<file path="src/rtl/multi_debouncer.sv">
// multi_debouncer: N independent switch debouncers. Each channel synchronises its raw
// input, then a 4-state FSM with a stability counter commits a new debounced level only
// after the synchronised input has differed from it for StableCycles consecutive clocks.
module multi_debouncer #(
   parameter int unsigned NumCh        = 4,
   parameter int unsigned ClkFreq      = 100_000_000,
   parameter int unsigned StableTimeMs = 10,
   parameter int unsigned SyncStages   = 2,
   parameter logic        RstLevel     = 1'b0
) (
   input  logic             clk_i,
   input  logic             rst_ni,
   input  logic [NumCh-1:0] en_i,
   input  logic [NumCh-1:0] sw_i,
   output logic [NumCh-1:0] db_level_o,
   output logic [NumCh-1:0] db_rise_o,
   output logic [NumCh-1:0] db_fall_o,
   output logic             any_tick_o
);

   localparam int unsigned StableCycles = ClkFreq / 1000 * StableTimeMs;
   localparam int unsigned CntW         = $clog2(StableCycles);

   // Last count value before a commit; the count starts at 1 on entering a wait state.
   localparam logic [CntW-1:0] CntLast = CntW'(StableCycles - 1);
   localparam logic [CntW-1:0] CntOne  = CntW'(1);

   typedef enum logic [1:0] {
      StStableLo,
      StWaitHi,
      StStableHi,
      StWaitLo
   } state_e;

   localparam state_e StReset = RstLevel ? StStableHi : StStableLo;

   for (genvar k = 0; k < NumCh; k++) begin : g_ch
      logic [SyncStages-1:0] sync_q;
      logic                  s;
      state_e                state_q;
      logic [CntW-1:0]       cnt_q;
      logic                  level_q;
      logic                  rise_q;
      logic                  fall_q;

      assign s = sync_q[SyncStages-1];

      // Synchroniser shift chain; keeps running even while the channel is disabled.
      always_ff @(posedge clk_i or negedge rst_ni) begin
         if (!rst_ni) begin
            sync_q <= {SyncStages{RstLevel}};
         end else begin
            sync_q <= {sync_q[SyncStages-2:0], sw_i[k]};
         end
      end

      // Debounce FSM with stability counter and registered level/tick outputs.
      always_ff @(posedge clk_i or negedge rst_ni) begin
         if (!rst_ni) begin
            state_q <= StReset;
            cnt_q   <= '0;
            level_q <= RstLevel;
            rise_q  <= 1'b0;
            fall_q  <= 1'b0;
         end else begin
            rise_q <= 1'b0;
            fall_q <= 1'b0;
            if (!en_i[k]) begin
               // Park in the stable state matching the frozen level so that
               // re-enabling always starts a fresh full count.
               state_q <= level_q ? StStableHi : StStableLo;
               cnt_q   <= '0;
            end else begin
               unique case (state_q)
                  StStableLo: begin
                     if (s) begin
                        state_q <= StWaitHi;
                        cnt_q   <= CntOne;
                     end else begin
                        cnt_q <= '0;
                     end
                  end
                  StWaitHi: begin
                     if (!s) begin
                        state_q <= StStableLo;
                        cnt_q   <= '0;
                     end else if (cnt_q == CntLast) begin
                        state_q <= StStableHi;
                        cnt_q   <= '0;
                        level_q <= 1'b1;
                        rise_q  <= 1'b1;
                     end else begin
                        cnt_q <= cnt_q + CntOne;
                     end
                  end
                  StStableHi: begin
                     if (!s) begin
                        state_q <= StWaitLo;
                        cnt_q   <= CntOne;
                     end else begin
                        cnt_q <= '0;
                     end
                  end
                  StWaitLo: begin
                     if (s) begin
                        state_q <= StStableHi;
                        cnt_q   <= '0;
                     end else if (cnt_q == CntLast) begin
                        state_q <= StStableLo;
                        cnt_q   <= '0;
                        level_q <= 1'b0;
                        fall_q  <= 1'b1;
                     end else begin
                        cnt_q <= cnt_q + CntOne;
                     end
                  end
                  default: begin
                     state_q <= StReset;
                     cnt_q   <= '0;
                  end
               endcase
            end
         end
      end

      assign db_level_o[k] = level_q;
      assign db_rise_o[k]  = rise_q;
      assign db_fall_o[k]  = fall_q;
   end

   assign any_tick_o = |(db_rise_o | db_fall_o);

endmodule

</file>
<file path="config.mk">
export PLATFORM = sky130hd
export DESIGN_NAME = multi_debouncer
export DESIGN_NICKNAME = d
export VERILOG_FILES = /design/src/rtl/multi_debouncer.sv
export SDC_FILE = /design/constraint.sdc
export NUM_CORES = 1
export LEC_CHECK = 0
export CORE_AREA = 3 3 87 122
export DETAILED_ROUTE_END_ITERATION = 10
export DIE_AREA = 0 0 90 125
export PLACE_DENSITY = 0.77
export SETUP_SLACK_MARGIN = 0.02
export SYNTH_ARGS = -nofsm -noshare
export SYNTH_HDL_FRONTEND = slang
export SYNTH_SLANG_ARGS = --single-unit
</file>
<file path="constraint.sdc">
create_clock -name clk_i -period 2.25 [get_ports clk_i]
set_clock_uncertainty 0.15 [all_clocks]
set_input_delay 0.3375 -clock clk_i [delete_from_list [all_inputs] [get_ports clk_i]]
set_output_delay 0.3375 -clock clk_i [all_outputs]
set_load 0.01 [all_outputs]
</file>
# Word-level counts from Yosys, hierarchy flattened
# Cells that the tools add are included.
dict set report word_totals {
  mem_count 0
  latchBits 0
  out_inout_bits 13
  elab_cells 206
  in_bits 10
  mem_bits_rw 0
  ff_bits 108
  rom_bits 0
}
dict set report classes {
  add_sub_neg 4
  n_eq_ne 48
  shift 0
  n_mul 0
  reduce_logical 17
  order_cmp 0
  mux 112
  n_bitwise 1
  div_mod_pow 0
}
# operator count
set op_table {}
lappend op_table {{20-bit two-way mux} 16}
lappend op_table {{20-bit one-hot mux with 4 select lines} 4}
lappend op_table {{20-bit by 1-bit adder with 20-bit output (second input constant)} 4}
lappend op_table {{20-bit equality test (second input constant)} 4}
lappend op_table {{2-bit two-way mux} 32}
lappend op_table {{1-bit two-way mux} 52}
lappend op_table {{2-bit != test (second input constant)} 16}
lappend op_table {{4-bit != test (second input constant)} 8}
lappend op_table {{2-bit one-hot mux with 4 select lines} 4}
lappend op_table {{3-bit != test (second input constant)} 8}
lappend op_table {{6-bit AND reduction} 4}
lappend op_table {{2-bit equality test (second input constant)} 8}
lappend op_table {{4-bit AND reduction} 4}
lappend op_table {{2-bit by 1-bit equality test with 1-bit output (second input constant)} 4}
lappend op_table {{2-bit zero test} 4}
lappend op_table {{1-bit one-hot mux with 2 select lines} 4}
lappend op_table {{2-bit nonzero test} 4}
lappend op_table {{4-bit bitwise OR} 1}
lappend op_table {{4-bit OR reduction} 1}

# Longest topological paths before layout
# Gate-level depths: netlist (run 1).
dict set report depth {
  word_depth 5
  mapped_depth 7
  depth_no_buf 5
}

# Worst setup path after synthesis (run 1)
# No wires, ideal clock.
dict set report synth_path {
  kind {register -> register}
  from {register g_ch[2].cnt_q[12]}
  to {register g_ch[2].cnt_q[11]}
  n_path_buf 2
  period_less_slack_ns 2.283
  setup_ns 0.119
  arrival_time_ns 2.014
  required_time_ns 1.981
  path_stages_with_launch 7
  slack_ns -0.033
  cell_sequence {dfrtp_1 > or4_1 > or4_1 > buf_2 > o21ai_2 > buf_4 > nor2_1}
}
dict set report synth_via {
  elab_chain_len 5
  elab_cells_between_ends 6
  cone_classes {eq/ne: 1; mux: 5}
}
# item line_no
set synth_lines {}
lappend synth_lines {{start: declaration} 41} ;# logic [CntW-1:0] cnt_q;
lappend synth_lines {{start signal: assignment} 78} ;# cnt_q <= CntOne;
lappend synth_lines {{start signal: assignment} 93} ;# cnt_q <= cnt_q + CntOne;
lappend synth_lines {{start signal: assignment} 99} ;# cnt_q <= CntOne;
lappend synth_lines {{20-bit equality test *} {87, 108}}
lappend synth_lines {{20-bit two-way mux *} {87, 108}}
lappend synth_lines {{20-bit two-way mux (on tied branches)} {105, 84}}
lappend synth_lines {{20-bit one-hot mux with 4 select lines *} 74} ;# unique case (state_q)
lappend synth_lines {{20-bit two-way mux *} 68} ;# if (!en_i[k]) begin
# Mark *: on every way between the ends. The rest lies on a longest branch, timed or not.
# A chain may end at the register's enable or synchronous reset.

==> results.toml, run 1 <==
[placed_design]
place_congestion = 0.871
dp_cells = 693
portBuffers = 22
post-dp-hpwl_mm = 7.26

[cells_and_area]
areaGrowthSynthToFinish_pct = 16.2
antenna_cells = 0
final_cell_count_no_fill = 710
finalNetCount = 587
fillers = 776
layout-drive-gt1-share_pct = 10.2

[logic_synthesis]
seq_area_frac_synth_pct = 51.5
synth_cells = 533
syn-num-nets = 547
post_synth_num_cell_types = 39
yosys_warnings = 0
syn_avg_cell_area_um2 = 9.84
synth_seq_cells = 108
syn_area_um2 = 5250

[sta]
rsz0062_at_grt = "yes"
tns_ns = 0
slew_headroom_pct = 72.3
setup_viol = 0
whs_ns = 0.198
min_period_ns = 2.18
period_share_pct = 96.7
worstMarginPinSlew_ns = 0.412
slew_viol_final = 0
clock.fmax_mhz = 459
hold_viol_final = 0

[status]
status = "completed"

[clock_tree]
cts_made_buffers = 9
clock_path_buffers = 2
cts_tree = "built"
clkLatencyLatePin_ns = 0.34
post_cts_buffers = 0
cts_sinks = 108
cts-root-buf = "clkbuf_16"
clk_pin_slew_ns = 0.07
htree_levels = 3

[critical_path]
cp.required_ns = 2.37
end_kind = "register"
worstSetupPathType = "register to register"
arrival_ns = 2.30
crit_fanout = 5
start_kind = "register"

[pwr]
ir_drop_uv = 403
p_per_area_nw_per_um2 = 629
leakagePower_nw = 2.28

[detailed_routing]
postRouteAntennaNets = 0
drc_errors = 0
drt-vias-per-instance = 5.86
drt_pre_antenna_iters = 4
finalWirelength_mm = 10.5
wl_per_cell_um = 14.8
first_iter_violations = 186
num_vias = 4161

[floorplan]
boundaryPins = 23
die_h_um = 125
rows = 42
initial_core_util_pct = 54.9
core_area_um2 = 9560
die_area_um2 = 11300
die_width_um = 90

[run]
drv_cap = 0

[global_routing]
grt_max_degree = 58
grt-ovfl-total = 0
grt_pass1_vias = 4281
grt_first_pass_wirelength_mm = 18.6
antenna_found_initial = 0
grtUsageTotal_pct = 19.8

[hold_path]
hp-class = "register to register"
sequential cells by signal (all words and copies together) (netlist names), named ones only:
register / cells
g_ch.fall_q: 4
g_ch.sync_q: 8
g_ch.rise_q: 4
g_ch.state_q: 4
g_ch.level_q: 4
g_ch.cnt_q: 80
routing by layer:
layer	vias up	GRT usage, %	share of wire, %
li1	1975	-	-
met1	2053	23.3	43
met2	110	34.9	51
met3	23	3.43	3.3
met4	0	9.56	2.7
met5	-	0	0
per-stage QoR:
step	util (%)	worst slack (ns)	cell area, µm²	power [W]
after floorplan	-	-0.0127	5260	0.00209
after global placement	59.9	0.0409	5730	0.00217
after detailed placement	59.9	0.00232	5730	0.00217
after CTS	63.4	0.0478	6070	0.00387
after global routing	63.7	-0.000750	6100	0.00396
final	63.7	0.0734	6100	0.00383
layout make-up:
class | instances | area [µm²] | area share (%)
Timing Repair Buffer | 52 | 462 | 7.57
Clock inverter | 4 | 72.6 | 1.19
Inverter | 21 | 78.8 | 1.29
Tap cell | 132 | 165 | 2.71
Sequential cell | 108 | 2700 | 44.3
Multi-Input combinational cell | 381 | 2370 | 38.9
Clock buffer | 12 | 246 | 4.04
report_power, final:
group / switching, W / internal [W] / leakage, nW
logic: 0.0000933 / 0.0000517 / 0.647
registers: 0.0000272 / 0.00197 / 1.48
clock network: 0.000691 / 0.00101 / 0.153
cells by family after synthesis:
| family | synth area share (%) |
|---|---|
| and+or+nand+nor | 25.8 |
| buffers and inverters | 4.10 |
| adders and majority gates | 0.954 |
| xor gates and xnor gates | 9.85 |
| DFF | 51.5 |
| AOI/OAI and AO/OA | 7.82 |
path summary, 6_finish.rpt:
check                                   from                  to  slack [ns]  depth (start not counted)
max                        g_ch[2].cnt_q[15]            register        0.07                          4
min                        g_ch[0].sync_q[0]   g_ch[0].sync_q[1]        0.20                          0
max reg2reg                g_ch[2].cnt_q[15]            register        0.07                          4
min reg2reg                g_ch[0].sync_q[0]   g_ch[0].sync_q[1]        0.20                          0
max in group asynchronous             rst_ni  g_ch[3].state_q[0]        0.99                          3
min in group asynchronous             rst_ni   g_ch[0].cnt_q[18]        0.29                          2
cell usage in the layout, fill, tap and decap left out, types with 3 or more instances in the layout:
master	n
dfrtp_1	108
nor2_1	72
xnor2_1	43
nand2_1	33
buf_4	28
nor4_1	26
a21oi_1	23
inv_1	21
clkdlybuf4s50_1	21
nand3_1	20
nand4_1	18
nor3_1	17
xor2_1	16
or3_1	14
o31ai_1	12
and3_1	10
or4_1	10
clkbuf_16	9
o21ai_0	8
nand4b_1	5
and2_1	4
or2_2	4
o21bai_1	4
nor4b_1	4
nor3b_1	3
nor4bb_1	3
nor2b_1	3
a2bb2oi_1	3
o41a_1	3
ha_1	3
critical path, stage by stage, from the launching register on:
cell	delay, ns
dfrtp_1	0.38
or4b_1	0.51
or4_4	0.53
or4_1	0.41
a31oi_1	0.13
cells in the mapped netlist (all sizes together):
cell type | instances | share of area [%]
nor2b | 3 | 0.36
o22a | 1 | 0.17
a21oi | 23 | 2.2
inv | 21 | 1.5
dfrtp | 108 | 52
nor4b | 6 | 1.1
xnor2 | 43 | 7.2
and2 | 4 | 0.48
a2bb2oi | 3 | 0.50
nor2 | 72 | 5.2
nor3 | 17 | 1.6
or4b | 1 | 0.19
nor3b | 3 | 0.43
xor2 | 16 | 2.7
or2 | 5 | 0.60
o2111ai | 1 | 0.17
clkbuf | 9 | 0.64
nand3 | 20 | 1.9
and3 | 10 | 1.2
nand3b | 1 | 0.14
nand4b | 5 | 0.83
o31ai | 12 | 1.7
o21ai | 11 | 1.1
nand4 | 18 | 2.1
or4 | 11 | 1.6
ha | 4 | 0.95
or3 | 15 | 1.8
nor4bb | 3 | 0.57
o21bai | 4 | 0.57
a31oi | 2 | 0.24
buf | 14 | 2.0
o41ai | 3 | 0.50
o41a | 3 | 0.64
nand2 | 34 | 2.4
nor4 | 27 | 3.2
timing repair:
action / 4_1_cts / 5_1_grt
endpoints found under the setup margin: 4 / 6
gates resized for setup: 2 / 7
hold buffers: 1 / 0
endpoints found under the hold margin: 23 / 0
No activity file was read; power rests on OpenSTA's default activity.
==> run 2: changes to the inputs <==
--- a/config.mk
+++ b/config.mk
@@ -5,9 +5,9 @@
 export SDC_FILE = /design/constraint.sdc
 export NUM_CORES = 1
 export LEC_CHECK = 0
-export CORE_AREA = 3 3 87 122
+export CORE_AREA = 2 2 86 121
 export DETAILED_ROUTE_END_ITERATION = 10
-export DIE_AREA = 0 0 90 125
+export DIE_AREA = 0 0 88 123
 export PLACE_DENSITY = 0.77
 export SETUP_SLACK_MARGIN = 0.02
 export SYNTH_ARGS = -nofsm -noshare
==> run 2 against run 1 <==
Critical path depth increased by 2. Global-route usage increased by 1.7 points. Clock power barely moved. Via count shrank 2.6%. Non-clock buffer count grew 1. Sequential power is essentially flat. Die area down 3.8%. Flip-flop and latch count unchanged.
==> results.toml, run 2 (synthesis results as in run 1) <==
[status]
status = "completed"

[pwr]
ir_drop_uv = 409
p_total_w = 0.00383
leakagePower_nw = 2.30
p_per_area_nw_per_um2 = 625

[cells_and_area]
multiInputGateArea_um2 = 2400
areaGrowthSynthToFinish_pct = 16.9
final_cell_count_no_fill = 714
layout_commonest_cell = "dfrtp_1"
largest_register = "g_ch.cnt_q"
largest_reg_flops = 80
layout-drive-gt1-share_pct = 10.7
final_cell_mix = "dfrtp_1, nor2_1, xnor2_1"
antenna_cells = 0
final_core_utilization_pct = 63.0
reg_top3 = "g_ch.cnt_q x80, g_ch.sync_q x8"
register_area_um2 = 2700
fillers = 790
finalNetCount = 588

[global_routing]
grt-ovfl-total = 0
grtUsageTotal_pct = 21.5
grt_first_pass_wirelength_mm = 18.3
grt_pass1_vias = 4078
antenna_found_initial = 0
grt_max_degree = 49

[clock_tree]
cts-root-buf = "clkbuf_16"
cts_tree = "built"
clk_pin_slew_ns = 0.07
cts_made_buffers = 9
clkLatencyLatePin_ns = 0.35
clock_path_buffers = 2
cts_sinks = 108
htree_levels = 3

[placed_design]
portBuffers = 22
place_congestion = 0.834
post-dp-hpwl_mm = 7.19
dp_cells = 696

[detailed_routing]
finalWirelength_mm = 10.5
drt_pre_antenna_iters = 4
drt-vias-per-instance = 5.68
num_vias = 4052
drc_errors = 0
postRouteAntennaNets = 0
first_iter_violations = 187
wl_per_cell_um = 14.8

[critical_path]
cp.required_ns = 2.33
arrival_ns = 2.29
max_stage_delay_ns = 0.52
start_kind = "register"
crit_fanout = 9
critPathBufInv = 2
crit_family = "simple AND/OR/NAND/NOR gates"
crit_slowest_cell = "or4b_1"
cp_cell_sequence = "or4b_1 > or4_4 > buf_4 > o21ai_2 > buf_4 > nor2_1"
end_kind = "register"
worstSetupPathType = "register to register"
crit_top_cell = "buf_4"

[sta]
worstMarginPinSlew_ns = 0.485
slew_headroom_pct = 67.4
rsz0062_at_grt = "yes"
setup_viol = 0
hold_viol_final = 0
clock.fmax_mhz = 452
min_period_ns = 2.21
period_share_pct = 98.4
slew_viol_final = 0

[floorplan]
boundaryPins = 23
core_area_um2 = 9740
initial_core_util_pct = 53.9
die_width_um = 88
die_h_um = 123
die_area_um2 = 10800
rows = 43

[run]
drv_cap = 0

[hold_path]
hp-class = "register to register"
-- run 2: final cells by class --
cell class	instances	area share (%)
Clock buffer	11	3.96
Clock inverter	5	1.22
Inverter	21	1.29
Multi-Input combinational cell	381	39.1
Sequential cell	108	44.1
Tap cell	135	2.75
Timing Repair Buffer	53	7.59
-- run 2: worst reg2reg max path, delay by kind of cell, from the launching register on --
kind	cells	cell delay, ns
AO/OA/AOI/OAI	1	0.12
AND/OR/NAND/NOR	3	1.11
buffers and inverters	2	0.34
flip-flops	1	0.38
-- run 2: worst paths after layout --
check,startpoint,endpoint,slack [ns],cells after the start
min in group asynchronous,rst_ni,g_ch[0].fall_q,0.28,2
max reg2reg,g_ch[2].cnt_q[15],g_ch[2].cnt_q[3],0.04,6
max in group asynchronous,rst_ni,g_ch[3].cnt_q[4],1.10,3
min,g_ch[0].sync_q[0],g_ch[0].sync_q[1],0.20,0
max,g_ch[2].cnt_q[15],g_ch[2].cnt_q[3],0.04,6
min reg2reg,g_ch[0].sync_q[0],g_ch[0].sync_q[1],0.20,0
-- run 2: metrics by stage --
stage	hold slack [ns]	worst slack, ns	area, µm²	setup TNS, ns
after detailed placement	0.117	-0.0448	5730	-0.0448
after floorplan	-0.108	-0.0127	5260	-0.127
after global routing	0.194	-0.0527	6130	-0.762
after global placement	0.119	0.0450	5730	0
final	0.196	0.0352	6130	0
after CTS	0.199	0.0208	6080	0
-- run 2: power by group --
part / internal (W) / leakage [nW] / switching (W)
registers: 0.00197 / 1.48 / 0.0000287
logic: 0.0000531 / 0.665 / 0.0000956
clock network: 0.00100 / 0.159 / 0.000690
-- run 2: layer usage --
metal / vias up / global-route usage (%) / part of all wire [%]
met2: 59 / 35.5 / 51
met1: 1997 / 27.8 / 45
li1: 1975 / - / -
met5: - / 0 / 0
met4: 0 / 7.98 / 2.4
met3: 21 / 4.27 / 2.5
-- run 2: timing repair --
action	in CTS	in global routing
endpoints found under the hold margin	23	0
gates resized for setup	3	8
pin swaps	0	0
setup buffers	0	1
hold buffers	1	0
endpoints found under the setup margin	4	10
